### config.mk
export PLATFORM = sky130hd
export DESIGN_NAME = ladder_seq
export DESIGN_NICKNAME = d
export VERILOG_FILES = /design/src/rtl/ecc_pkg.sv /design/src/rtl/ladder_seq.sv
export SDC_FILE = /design/constraint.sdc
export NUM_CORES = 1
export LEC_CHECK = 0
export CAP_MARGIN = 25
export CORE_ASPECT_RATIO = 0.7
export CORE_UTILIZATION = 63
export CTS_CLUSTER_DIAMETER = 60
export DETAILED_ROUTE_END_ITERATION = 8
export DONT_BUFFER_PORTS = 1
export MAX_ROUTING_LAYER = met4
export PLACE_DENSITY = 0.81
export SLEW_MARGIN = 5
export SYNTH_ARGS = -nofsm -noshare
export SYNTH_HDL_FRONTEND = slang
export SYNTH_SLANG_ARGS = --single-unit
### constraint.sdc
create_clock -name clk -period 8.62 [get_ports clk]
set_clock_uncertainty 0.1 [all_clocks]
set_input_delay 0.431 -clock clk [delete_from_list [all_inputs] [get_ports clk]]
set_output_delay 0.431 -clock clk [all_outputs]
set_load 0.01 [all_outputs]
### src/rtl/ecc_pkg.sv
// Shared definitions for the ECC point-multiplication sequencer.
// Holds the ladder FSM state type plus the default array geometry
// (scalar width, core count, restart guard and watchdog limit).
package ecc_pkg;

  // Default geometry of the three-core array.
  localparam int ECC_KW       = 163;
  localparam int ECC_NCORES   = 3;
  localparam int ECC_GUARD    = 3;
  localparam int ECC_WDOG_MAX = 1023;

  // Width of the bit index output; must hold KW-1.
  localparam int ECC_IDXW = 8;

  typedef enum logic [2:0] {
    S_IDLE = 3'd0,
    S_SCAN = 3'd1,
    S_RST  = 3'd2,
    S_RUN  = 3'd3,
    S_FIN  = 3'd4
  } ladder_state_t;

endpackage

### src/rtl/ladder_seq.sv
// ladder_seq: upstream sequencer for the three-core ECC point-multiplication array.
// Latches a scalar, scans it sequentially (one bit per cycle) for its leading one,
// then runs one ladder step per lower key bit, MSB to LSB: a 1-cycle core restart
// followed by an enabled run phase that lasts until every core reports done.
// Ports:
//   clk, rst        clock (rising edge) and asynchronous active-high reset
//   start, key      1-cycle request and scalar, accepted only while idle
//   core_done       per-core done levels, ANDed together
//   core_rst_n      active-low synchronous restart to the cores (high only in run phase)
//   core_enable     enable to every core pc (high only in run phase)
//   swap1, swap2    current key bit, stable for a whole step
//   bit_idx         index of the key bit being scanned/processed
//   busy, done      busy from accepted start through completion; 1-cycle done pulse
//   zero_key        with done: scalar was zero; held until the next accepted start
//   wdog_err        sticky run-phase timeout flag
// Build option: define LADDER_WDOG_EN to add the run-phase watchdog; without it
// wdog_err is tied low and the run phase waits for the cores indefinitely.
module ladder_seq
  import ecc_pkg::*;
#(
  parameter int KW       = ECC_KW,
  parameter int NCORES   = ECC_NCORES,
  parameter int GUARD    = ECC_GUARD,
  parameter int WDOG_MAX = ECC_WDOG_MAX
) (
  input  logic              clk,
  input  logic              rst,
  input  logic              start,
  input  logic [KW-1:0]     key,
  input  logic [NCORES-1:0] core_done,
  output logic              core_rst_n,
  output logic              core_enable,
  output logic              swap1,
  output logic              swap2,
  output logic [7:0]        bit_idx,
  output logic              busy,
  output logic              done,
  output logic              zero_key,
  output logic              wdog_err
);

  localparam int IDXW = ECC_IDXW;
  // Guard counter must be at least one bit wide even if GUARD is 0.
  localparam int GW   = (GUARD > 0) ? $clog2(GUARD + 1) : 1;

  // --------------------------------------------------------------------------
  // State
  // --------------------------------------------------------------------------
  ladder_state_t   state_q, state_d;
  logic [KW-1:0]   key_q, key_d;
  logic [IDXW-1:0] idx_q, idx_d;
  logic            busy_q, busy_d;
  logic            zero_key_q, zero_key_d;
  logic            swap_q, swap_d;
  logic [GW-1:0]   guard_q, guard_d;

  logic cur_bit;
  logic all_done;
  logic idx_zero;

  // Key bit addressed by the current index; used by both the scan and the
  // restart cycle that captures the swap value for the upcoming step.
  assign cur_bit  = key_q[idx_q];
  assign all_done = &core_done;
  assign idx_zero = (idx_q == '0);

`ifdef LADDER_WDOG_EN
  localparam int WW = $clog2(WDOG_MAX + 1);

  logic [WW-1:0] wcnt_q, wcnt_d;
  logic          wdog_err_q, wdog_err_d;
`else
  // Watchdog limit has no effect in this build.
  logic [31:0] unused_wdog_max;
  assign unused_wdog_max = WDOG_MAX;
`endif

  // --------------------------------------------------------------------------
  // Next-state logic
  // --------------------------------------------------------------------------
  always_comb begin
    state_d    = state_q;
    key_d      = key_q;
    idx_d      = idx_q;
    busy_d     = busy_q;
    zero_key_d = zero_key_q;
    swap_d     = swap_q;
    guard_d    = guard_q;
`ifdef LADDER_WDOG_EN
    wcnt_d     = wcnt_q;
    wdog_err_d = wdog_err_q;
`endif

    case (state_q)
      S_IDLE: begin
        if (start) begin
          key_d      = key;
          idx_d      = IDXW'(KW - 1);
          busy_d     = 1'b1;
          zero_key_d = 1'b0;
          state_d    = S_SCAN;
        end
      end

      // Sequential leading-one search: one bit per cycle from the MSB.
      S_SCAN: begin
        if (cur_bit) begin
          if (idx_zero) begin
            // Scalar is 1: nothing left to ladder over.
            state_d = S_FIN;
          end else begin
            idx_d   = idx_q - IDXW'(1);
            state_d = S_RST;
          end
        end else if (idx_zero) begin
          zero_key_d = 1'b1;
          state_d    = S_FIN;
        end else begin
          idx_d = idx_q - IDXW'(1);
        end
      end

      // One-cycle core restart; swap value for this step is frozen here.
      S_RST: begin
        swap_d  = cur_bit;
        guard_d = GW'(GUARD);
`ifdef LADDER_WDOG_EN
        wcnt_d  = '0;
`endif
        state_d = S_RUN;
      end

      // Cores run. core_done is ignored for GUARD cycles because a freshly
      // restarted core may still present a stale done through its pc/ROM/IR
      // pipeline.
      S_RUN: begin
        if (guard_q != '0) begin
          guard_d = guard_q - GW'(1);
        end else if (all_done) begin
          if (idx_zero) begin
            state_d = S_FIN;
          end else begin
            idx_d   = idx_q - IDXW'(1);
            state_d = S_RST;
          end
        end
`ifdef LADDER_WDOG_EN
        // A legitimate step completion takes priority over a timeout on
        // the same cycle.
        if (state_d == S_RUN) begin
          if (wcnt_q == WW'(WDOG_MAX - 1)) begin
            wdog_err_d = 1'b1;
            state_d    = S_FIN;
          end else begin
            wcnt_d = wcnt_q + WW'(1);
          end
        end
`endif
      end

      S_FIN: begin
        busy_d  = 1'b0;
        state_d = S_IDLE;
      end

      default: begin
        state_d = S_IDLE;
      end
    endcase
  end

  // --------------------------------------------------------------------------
  // Registers
  // --------------------------------------------------------------------------
  always_ff @(posedge clk or posedge rst) begin
    if (rst) begin
      state_q    <= S_IDLE;
      key_q      <= '0;
      idx_q      <= '0;
      busy_q     <= 1'b0;
      zero_key_q <= 1'b0;
      swap_q     <= 1'b0;
      guard_q    <= '0;
    end else begin
      state_q    <= state_d;
      key_q      <= key_d;
      idx_q      <= idx_d;
      busy_q     <= busy_d;
      zero_key_q <= zero_key_d;
      swap_q     <= swap_d;
      guard_q    <= guard_d;
    end
  end

`ifdef LADDER_WDOG_EN
  always_ff @(posedge clk or posedge rst) begin
    if (rst) begin
      wcnt_q     <= '0;
      wdog_err_q <= 1'b0;
    end else begin
      wcnt_q     <= wcnt_d;
      wdog_err_q <= wdog_err_d;
    end
  end

  assign wdog_err = wdog_err_q;
`else
  assign wdog_err = 1'b0;
`endif

  // --------------------------------------------------------------------------
  // Outputs
  // --------------------------------------------------------------------------
  // Core controls decode straight from the state register so an async reset
  // drops them in the same cycle and holds the cores in restart.
  assign core_rst_n  = (state_q == S_RUN);
  assign core_enable = (state_q == S_RUN);
  assign done        = (state_q == S_FIN);
  assign swap1       = swap_q;
  assign swap2       = swap_q;
  assign bit_idx     = idx_q;
  assign busy        = busy_q;
  assign zero_key    = zero_key_q;

endmodule

==> results of run 1 <==
==> cell type report <==
cell class,count,area share
antenna,1,0.0002543
clock buffer,17,0.04323
clock inverter,15,0.01920
inverter,9,0.003942
multi-input combinational,665,0.3711
sequential,179,0.4555
tap,162,0.02060
timing repair buffer,83,0.08622
==> power groups by stage <==
stage	sequential, uW	combinational [uW]	clock [uW]
3_3_place_gp	1550	1010	0
6_report	1580	1120	801
3_5_place_dp	1570	1070	0
2_1_floorplan	1400	964	0
5_1_grt	1620	1240	851
4_1_cts	1570	1110	813
==> layer usage <==
| layer | GRT usage | wire length, um | part of all wire |
|---|---|---|---|
| met1 | 0.4428 | 8810 | 0.41 |
| met3 | 0.1084 | 1947 | 0.091 |
| met4 | 0.1217 | 545 | 0.025 |
| met5 | - | 0 | 0 |
| met2 | 0.5188 | 10070 | 0.47 |
==> flip-flops by register name, summed over array words and instances (netlist names) <==
| register | count |
|---|---|
| key_q | 163 |
| bit_idx | 8 |
| state_q | 3 |
| guard_q | 2 |
| busy | 1 |
| swap1 | 1 |
| zero_key | 1 |
==> path summary, 6_finish.rpt <==
kind,cells past startpoint,to,slack [ns],start
worst max-delay path,8,bit_idx[4],5.52,bit_idx[0]
worst min register to register,2,key_q[132],0.37,key_q[132]
max in group asynchronous,4,key_q[122],6.55,rst
min in group asynchronous,2,key_q[138],0.42,rst
worst max register to register,8,bit_idx[4],5.52,bit_idx[0]
worst min-delay path,2,key_q[129],0.008,key[129]
==> through the flow <==
| step | setup WS (ns) | area, sq um | power [uW] |
|---|---|---|---|
| after floorplan | 3.230 | 8451 | 2366 |
| after global placement | 5.593 | 8427 | 2564 |
| after detailed placement | 5.519 | 8482 | 2641 |
| after CTS | 5.518 | 9797 | 3489 |
| after global routing | 5.280 | 9837 | 3712 |
| final | 5.518 | 9839 | 3497 |
==> cell families after synthesis <==
logic type | share of synthesized area
fa+ha+maj | 0.002961
compound gates | 0.03672
other cells | 0.0004438
flops | 0.5301
xor+xnor | 0.006218
buf+inv | 0.03909
simple gates | 0.2631
mux | 0.1214
==> timing repair <==
| action | in CTS | in global routing |
|---|---|---|
| endpoints found under the setup margin | 0 | 0 |
| hold buffers | 70 | 4 |
| endpoints found under the hold margin | 115 | 4 |
| buffers inserted | 0 | 0 |
==> placed cells by master, fill, tap and decap left out, drive strengths merged, types with 3 or more instances in the layout <==
| master | Yosys | routed |
|---|---|---|
| dfrtp | 179 | 179 |
| a31oi | 4 | 4 |
| a22oi | 4 | 4 |
| dlygate4sd3 | 0 | 74 |
| nor4 | 4 | 4 |
| inv | 9 | 18 |
| clkbuf | 39 | 17 |
| mux4 | 36 | 36 |
| o221ai | 3 | 3 |
| buf | 20 | 9 |
| a21oi | 4 | 4 |
| nor2b | 5 | 5 |
| nor3b | 5 | 5 |
| mux2 | 6 | 6 |
| nand3 | 6 | 6 |
| nand2b | 6 | 6 |
| o21ai | 9 | 9 |
| xnor2 | 6 | 6 |
| a22o | 4 | 4 |
| a221oi | 3 | 3 |
| nor3 | 4 | 4 |
| clkinv | 0 | 3 |
| nor2 | 17 | 17 |
| nand2 | 502 | 502 |
| mux2i | 11 | 11 |
==> flow_summary.ini, run 1 <==
[sta]
worst_slew_pin_slew_ns = 0.9111
final.hold.worst_slack_ns = 0.008083
min_period_over_period = 0.3598
setup_viol = 0
relSlewSlack = 0.3926
hold_viol = 0
tns_ns = 0
finalMaxSlewViolations = 0
clock.fmax_mhz = 322.4
final_critical_path_required_period_ns = 3.102
grt_setup_unrepaired = false

[floorplan]
core_region_area_sq_um = 12760
floorplan.initialDensity = 0.6622
dieHeight_um = 98.90
dieWidth_um = 140.4
number_of_placed_i_o_pins = 185
rows = 34
die_area_sq_um = 13890

[clocking]
tritoncts = done
tritoncts_num_sinks = 179
cts.clk_slew.worst_paths_ns = 0.07
cts_inserted_buffers = 17
cts_root_buffer = clkbuf_16
post_cts.resized_instances = 0
insertion_delay_ns = 0.44
htree_num_levels = 4
clk_path_buf_depth = 2

[logic_synthesis]
postSynthCellCount = 912
mappedNetlistNets = 1083
yosys-top-cells-count = nand2_1 (502), dfrtp_1 (179), clkbuf_1 (38), mux4_2 (26), nor2_1 (17)
synthesis.area_sq_um = 8451
synth_area_leaders = dfrtp_1 (53%), nand2_1 (22%), mux4_2 (6.9%), mux4_1 (3.1%), clkbuf_1 (1.7%)
synth_largest_type_area_fraction = 0.5301
yosysWarnings = 0
synth-edff-count = 0
synthesized_area_divided_by_synthesized_cell_count_sq_um = 9.266
synth.yosys.seq_area_share = 0.5301
yosys.cell_count.top_type = nand2_1
dominantRegCellSynth = dfrtp_1
synth_top_cell_by_area = dfrtp_1
synth_cell_type_count = 54
synth_async_sr_flop_share = 1.000
postSynthRegisterBits = 179

[detailed_routing]
drtIter0Drc = 626
drc = 0
detailroute.via_count = 6702
routed_via_density = 5.926
postRouteAntennaNets = 0
routed_wire_length_per_instance_um = 18.90
detail_route.first_pass.iterations = 5
finalWirelength_um = 21380

[pwr]
clock_power_frac = 0.229
power.share.combinational = 0.319
switch_share = 0.3613
p_seq_frac = 0.452
peakVddDrop_mv = 0.1923
internal_power_uw = 2233
p_leak_uw = 0.004920
p_sw_uw = 1263
power.density_cell_area_nw_per_um2 = 355.4

[finish]
area_growth_pct = 16.43
nets = 1126
drive_gt1_frac = 0.08574
n_fill_cell = 786
multi_input_area_sq_um = 3651
area.sequential_sq_um = 4482
final_util = 0.7710
final_cells = 1131

[grt]
globalRoute.totalOverflow = 0
grt_start_max_net_pins = 101
first_global_vias = 6800
grt_first_pass_wirelength_um = 34510
grt_usage = 0.3437
grt_antenna_before_repair = 0

[worst_setup_path]
crit_path_capture_type = flip-flop
slowest_cell_on_crit_path = dfrtp_2
critPathLaunchType = flip-flop
critical_path_required_time_ns = 8.82
critical_path.top_delay_family = buffers and inverters
critical_path_fanout_max = 32
cp_cell_sequence = buf_4 > inv_1 > ha_1 > nand4b_1 > a31oi_1 > nor4b_1 > xnor2_1 > nor2_1
crit_buf_inv = 2
slowest_delay_ns = 0.64
timing.setup.critical_path_class = flip-flop to flip-flop
cp.arrival_ns = 3.30

[place]
gp_congestion = 0.8596
numPortBuffers = 0
placed_cells_incl_taps = 1024
place_hpwl_um = 13850

[status]
outcome = finished, final reports clean

[flow_run]
drv.max_cap_violation_count = 0

[min_path]
timing.hold.worst.class = primary input to flip-flop
Note: power is estimated with default switching activity, not from simulation.
==> inputs of run 2 (changes only) <==
==> constraint.sdc (replaced) <==
create_clock -name clk -period 3.21 [get_ports clk]
set_clock_uncertainty 0.1 [all_clocks]
set_input_delay 0.1605 -clock clk [delete_from_list [all_inputs] [get_ports clk]]
set_output_delay 0.1605 -clock clk [all_outputs]
set_load 0.01 [all_outputs]
==> run 2 against run 1 <==
Net effect:
- hold slack improved by 0.11 ns
- final cell count is 8.6% higher
- worst setup slack worse by 5.2 ns
- design area increased by 10%
- highest routed layer unchanged
- power increased to 2.8 times the previous value
- combinational power grew to 3.1 times the previous value
- first-iteration DRC count increased by 19%
- via count up 12%
- sequential cell count stayed put
==> flow_summary.ini, run 2 (synthesis gave the netlist of run 1 again) <==
[finish]
layout.cells.most_common = nand2_1
mostFrequentLayoutCells = nand2_1 (502), dfrtp_1 (177), dlygate4sd3_1 (165)
area_growth_pct = 28.26
largest_register_ff_count = 163
regMostFlops = key_q
final_cells = 1228
drive_gt1_frac = 0.08263
nets = 1223

[worst_setup_path]
critical_path_required_time_ns = 3.47
critical_path_fanout_max = 22
rr_startpoint = bit_idx[3]
startpoint = bit_idx[3]
cp.arrival_ns = 3.11
crit_path_capture_type = flip-flop
timing.setup.critical_path_class = flip-flop to flip-flop
critPathLaunchType = flip-flop

[sta]
hold_viol = 0
min_period_over_period = 0.8865
final_critical_path_required_period_ns = 2.846
worst_slew_pin_slew_ns = 0.8684
setup_viol = 0
clock.fmax_mhz = 351.4
finalMaxSlewViolations = 0
relSlewSlack = 0.4211
tns_ns = 0
grt_setup_unrepaired = false

[floorplan]
core_region_area_sq_um = 12760
die_area_sq_um = 13890
number_of_placed_i_o_pins = 185
rows = 34
floorplan.initialDensity = 0.6622
dieHeight_um = 98.90
dieWidth_um = 140.4

[pwr]
peakVddDrop_mv = 0.5538
p_leak_uw = 0.005335
p_total_uw = 9703
power.density_cell_area_nw_per_um2 = 895.2

[detailed_routing]
detailroute.via_count = 7512
routed_via_density = 6.117
drtIter0Drc = 746
finalWirelength_um = 25440
drc = 0
postRouteAntennaNets = 0
detail_route.first_pass.iterations = 6
routed_wire_length_per_instance_um = 20.71

[clocking]
insertion_delay_ns = 0.43
cts_root_buffer = clkbuf_16
tritoncts_num_sinks = 179
cts.clk_slew.worst_paths_ns = 0.07
cts_inserted_buffers = 17
tritoncts = done
clk_path_buf_depth = 2
htree_num_levels = 4
post_cts.resized_instances = 0

[min_path]
timing.hold.worst.class = primary input to asynchronous set/reset pin

[grt]
globalRoute.totalOverflow = 0
grt_first_pass_wirelength_um = 40270
first_global_vias = 7907
grt_start_max_net_pins = 110
grt_usage = 0.3981
grt_antenna_before_repair = 1

[place]
placed_cells_incl_taps = 1027
place_hpwl_um = 14040
numPortBuffers = 0
gp_congestion = 0.8728

[flow_run]
drv.max_cap_violation_count = 0

[status]
outcome = finished, final reports clean
run 2: worst max-delay path: stages, from the launching register on:
cell and delay, ns:
dfrtp_1 0.71, nor2_1 0.54, nand2_1 0.20, o41ai_1 0.52
o21ai_0 0.27, nor4_1 0.28, a22o_1 0.16
run 2: layout make-up:
type                    instances  area (sq um)
repair buffers                180          1879
clock inverters                13         141.4
clock buffers                  19         442.9
flip-flops and latches        179          4482
inverters                       9         37.54
multi-input cells             665          3651
diodes                          1         2.502
fillers                       621          1923
well taps                     162         202.7
run 2: path summary, 6_finish.rpt:
| kind | slack [ns] | cells past startpoint | endpoint |
|---|---|---|---|
| min in group clk | 0.17 | 5 | key_q[22] |
| min reg2reg | 0.37 | 2 | key_q[130] |
| max reg2reg | 0.36 | 6 | state_q[1] |
| min | 0.12 | 2 | key_q[61] |
| max | 0.36 | 6 | state_q[1] |
| max in group asynchronous | 1.92 | 4 | bit_idx[1] |
run 2: what timing repair did:
item,in CTS,in global routing
hold buffers,165,0
hold endpoints to repair,206,0
setup buffers,0,0
run 2: metal layers:
layer / vias up / share of wire / track usage
met2: 512 / 0.49 / 0.6481
li1: 3244 / - / -
met4: 0 / 0.042 / 0.1674
met3: 125 / 0.097 / 0.09621
met1: 3631 / 0.37 / 0.4810
met5: - / 0 / -
run 2: report_power, final:
part | leakage [uW] | switching (uW) | total (uW) | internal [uW]
Combinational | 0.00282 | 1810 | 3440 | 1640
Clock | 0.000285 | 956 | 2080 | 1120
Sequential | 0.00222 | 870 | 4180 | 3310
Total | 0.00533 | 3630 | 9700 | 6070
run 2: per-stage QoR:
step	utilization	instance area, sq um	hold slack, ns	worst slack, ns
floorplan	-	8454	0.1659	0.6549
global placement	0.6680	8526	0.1686	0.7059
detailed placement	0.6680	8526	0.1708	0.5634
CTS	0.8432	10760	0.1939	0.5456
global route	0.8493	10840	0.1352	0.2348
finish	0.8493	10840	0.1186	0.3643
==> inputs of run 3 (changes only) <==
--- a/config.mk
+++ b/config.mk
@@ -6,13 +6,13 @@
 export NUM_CORES = 1
 export LEC_CHECK = 0
 export CAP_MARGIN = 25
-export CORE_ASPECT_RATIO = 0.7
+export CORE_ASPECT_RATIO = 2
 export CORE_UTILIZATION = 63
 export CTS_CLUSTER_DIAMETER = 60
 export DETAILED_ROUTE_END_ITERATION = 8
 export DONT_BUFFER_PORTS = 1
 export MAX_ROUTING_LAYER = met4
-export PLACE_DENSITY = 0.81
+export PLACE_DENSITY_LB_ADDON = 0.08
 export SLEW_MARGIN = 5
 export SYNTH_ARGS = -nofsm -noshare
 export SYNTH_HDL_FRONTEND = slang
==> run 3 against run 2 <==
Net effect:
- the flow now finishes with violations (DRC)
- sequential share of layout area grew 0.42 points
- clock power is essentially flat
- utilization shrank 2.8 points
- combinational power shrank 2%
- worst setup slack gained 0.26 ns
- via count shrank 5.3%
- critical endpoint is now bit_idx[6]
- highest routed layer unchanged
- design area shrank 1.0%
- power shrank 1.7%
==> flow_summary.ini, run 3 (synthesis gave the netlist of run 1 again) <==
[status]
outcome = complete, but fails checks
failed_checks = DRC

[clocking]
tritoncts_num_sinks = 179
tritoncts = done
post_cts.resized_instances = 0
post_cts_buffers = 0
cts_root_buffer = clkbuf_16
cts.clk_slew.worst_paths_ns = 0.07
htree_num_levels = 4
insertion_delay_ns = 0.44
cts_inserted_buffers = 17
clk_path_buf_depth = 2
ctsHoldBuffers = 165

[pwr]
peakVddDrop_mv = 0.6254
p_leak_uw = 0.005290
power.density_cell_area_nw_per_um2 = 889.2

[finish]
design_area_sq_um = 10730
mostFrequentLayoutCells = nand2_1 (502), dfrtp_1 (177), dlygate4sd3_1 (165)
diodes = 0
regMostFlops = key_q
area_growth_pct = 26.98
drive_gt1_frac = 0.07925
largest_register_ff_count = 163
n_fill_cell = 735
layout.cells.most_common = nand2_1
final_util = 0.8212
final_cells = 1212
nets = 1219

[place]
gp_congestion = 0.8532
placed_cells_incl_taps = 1016
place_hpwl_um = 13690
placement.cell_area_sq_um = 8493
numPortBuffers = 0
place_ws_ns = 0.6997

[grt]
grt_usage = 0.3662
grt_antenna_before_repair = 0
grt_first_pass_wirelength_um = 37630
globalRoute.totalOverflow = 0
first_global_vias = 7548
grt_start_max_net_pins = 180

[worst_setup_path]
critical_path_fanout_max = 32
critical_path_required_time_ns = 3.41
crit_path_capture_type = flip-flop
critPathLaunchType = flip-flop
cp.arrival_ns = 2.79
timing.setup.critical_path_class = flip-flop to flip-flop

[detailed_routing]
routed_via_density = 5.870
routed_wire_length_per_instance_um = 19.29
drtIter0Drc = 659
drc = 21
detail_route.first_pass.iterations = 7
postRouteAntennaNets = 0
finalWirelength_um = 23380
detailroute.via_count = 7115

[floorplan]
dieHeight_um = 165.8
floorplan.initialDensity = 0.6467
die_area_sq_um = 13910
core_region_area_sq_um = 13070
number_of_placed_i_o_pins = 185
rows = 59
dieWidth_um = 83.90

[sta]
setup_viol = 0
finalMaxSlewViolations = 0
worst_slack_ns = 0.6255
hold_viol = 0
worst_slew_pin_slew_ns = 0.9524
final_critical_path_required_period_ns = 2.584
min_period_over_period = 0.8051
tns_ns = 0
clock.fmax_mhz = 386.9
grt_setup_unrepaired = false
relSlewSlack = 0.3651

[min_path]
timing.hold.worst.class = primary input to flip-flop

[flow_run]
drv.max_cap_violation_count = 0
[run 3: cell count changes in the layout (fill, tap and decap cells not counted), sizes merged]
| cell | before | now |
|---|---|---|
| clkbuf | 19 | 17 |
| clkinv | 3 | 1 |
| diode | 1 | 0 |
| buf | 15 | 11 |
| inv | 16 | 19 |
[run 3: where the power goes]
group          internal, uW  total, uW  switching, uW
combinational          1630       3370           1740
clock                  1110       2100            985
sequential             3310       4080            768
total                  6050       9540           3490
[run 3: final cells by class]
class                      instances  area [sq um]  area share
clock buffer                      17         425.4     0.03965
clock inverter                    14         160.2     0.01493
inverter                           9         37.54    0.003498
multi-input combinational        665          3651      0.3403
sequential                       179          4482      0.4177
tap                              152         190.2     0.01772
timing repair buffer             176          1784      0.1663
[run 3: metal layers]
layer  up-vias  track usage  part of all wire
met4         0       0.1957             0.046
li1       3228            -                 -
met5         -            -                 0
met2       320       0.6258              0.55
met1      3476       0.4014              0.35
met3        91      0.06759             0.058
[run 3: final timing paths]
path	slack, ns	cells after the start	startpoint	to
max	0.63	8	bit_idx[0]	bit_idx[6]
min	0.17	3	core_done[1]	state_q[1]
max reg2reg	0.63	8	bit_idx[0]	bit_idx[6]
min reg2reg	0.37	2	key_q[107]	key_q[107]
max in group asynchronous	1.92	3	rst	key_q[89]
min in group asynchronous	0.38	3	rst	key_q[2]
[run 3: per-stage QoR]
| step | power, uW | hold slack, ns |
|---|---|---|
| 5_1_grt | 10080 | 0.1577 |
| 3_3_place_gp | 7032 | 0.1688 |
| 3_5_place_dp | 7205 | 0.1716 |
| 6_report | 9541 | 0.1709 |
| 2_1_floorplan | 6354 | 0.1659 |
| 4_1_cts | 9462 | 0.1573 |
[run 3: critical path, cell delays in order (launching register included)]
cell and delay (ns):
dfrtp_2 0.43, buf_12 0.19, inv_1 0.23, ha_1 0.29, nand4b_1 0.15, a31oi_1 0.61
nor4bb_1 0.18, xnor2_1 0.19, nor2_1 0.06
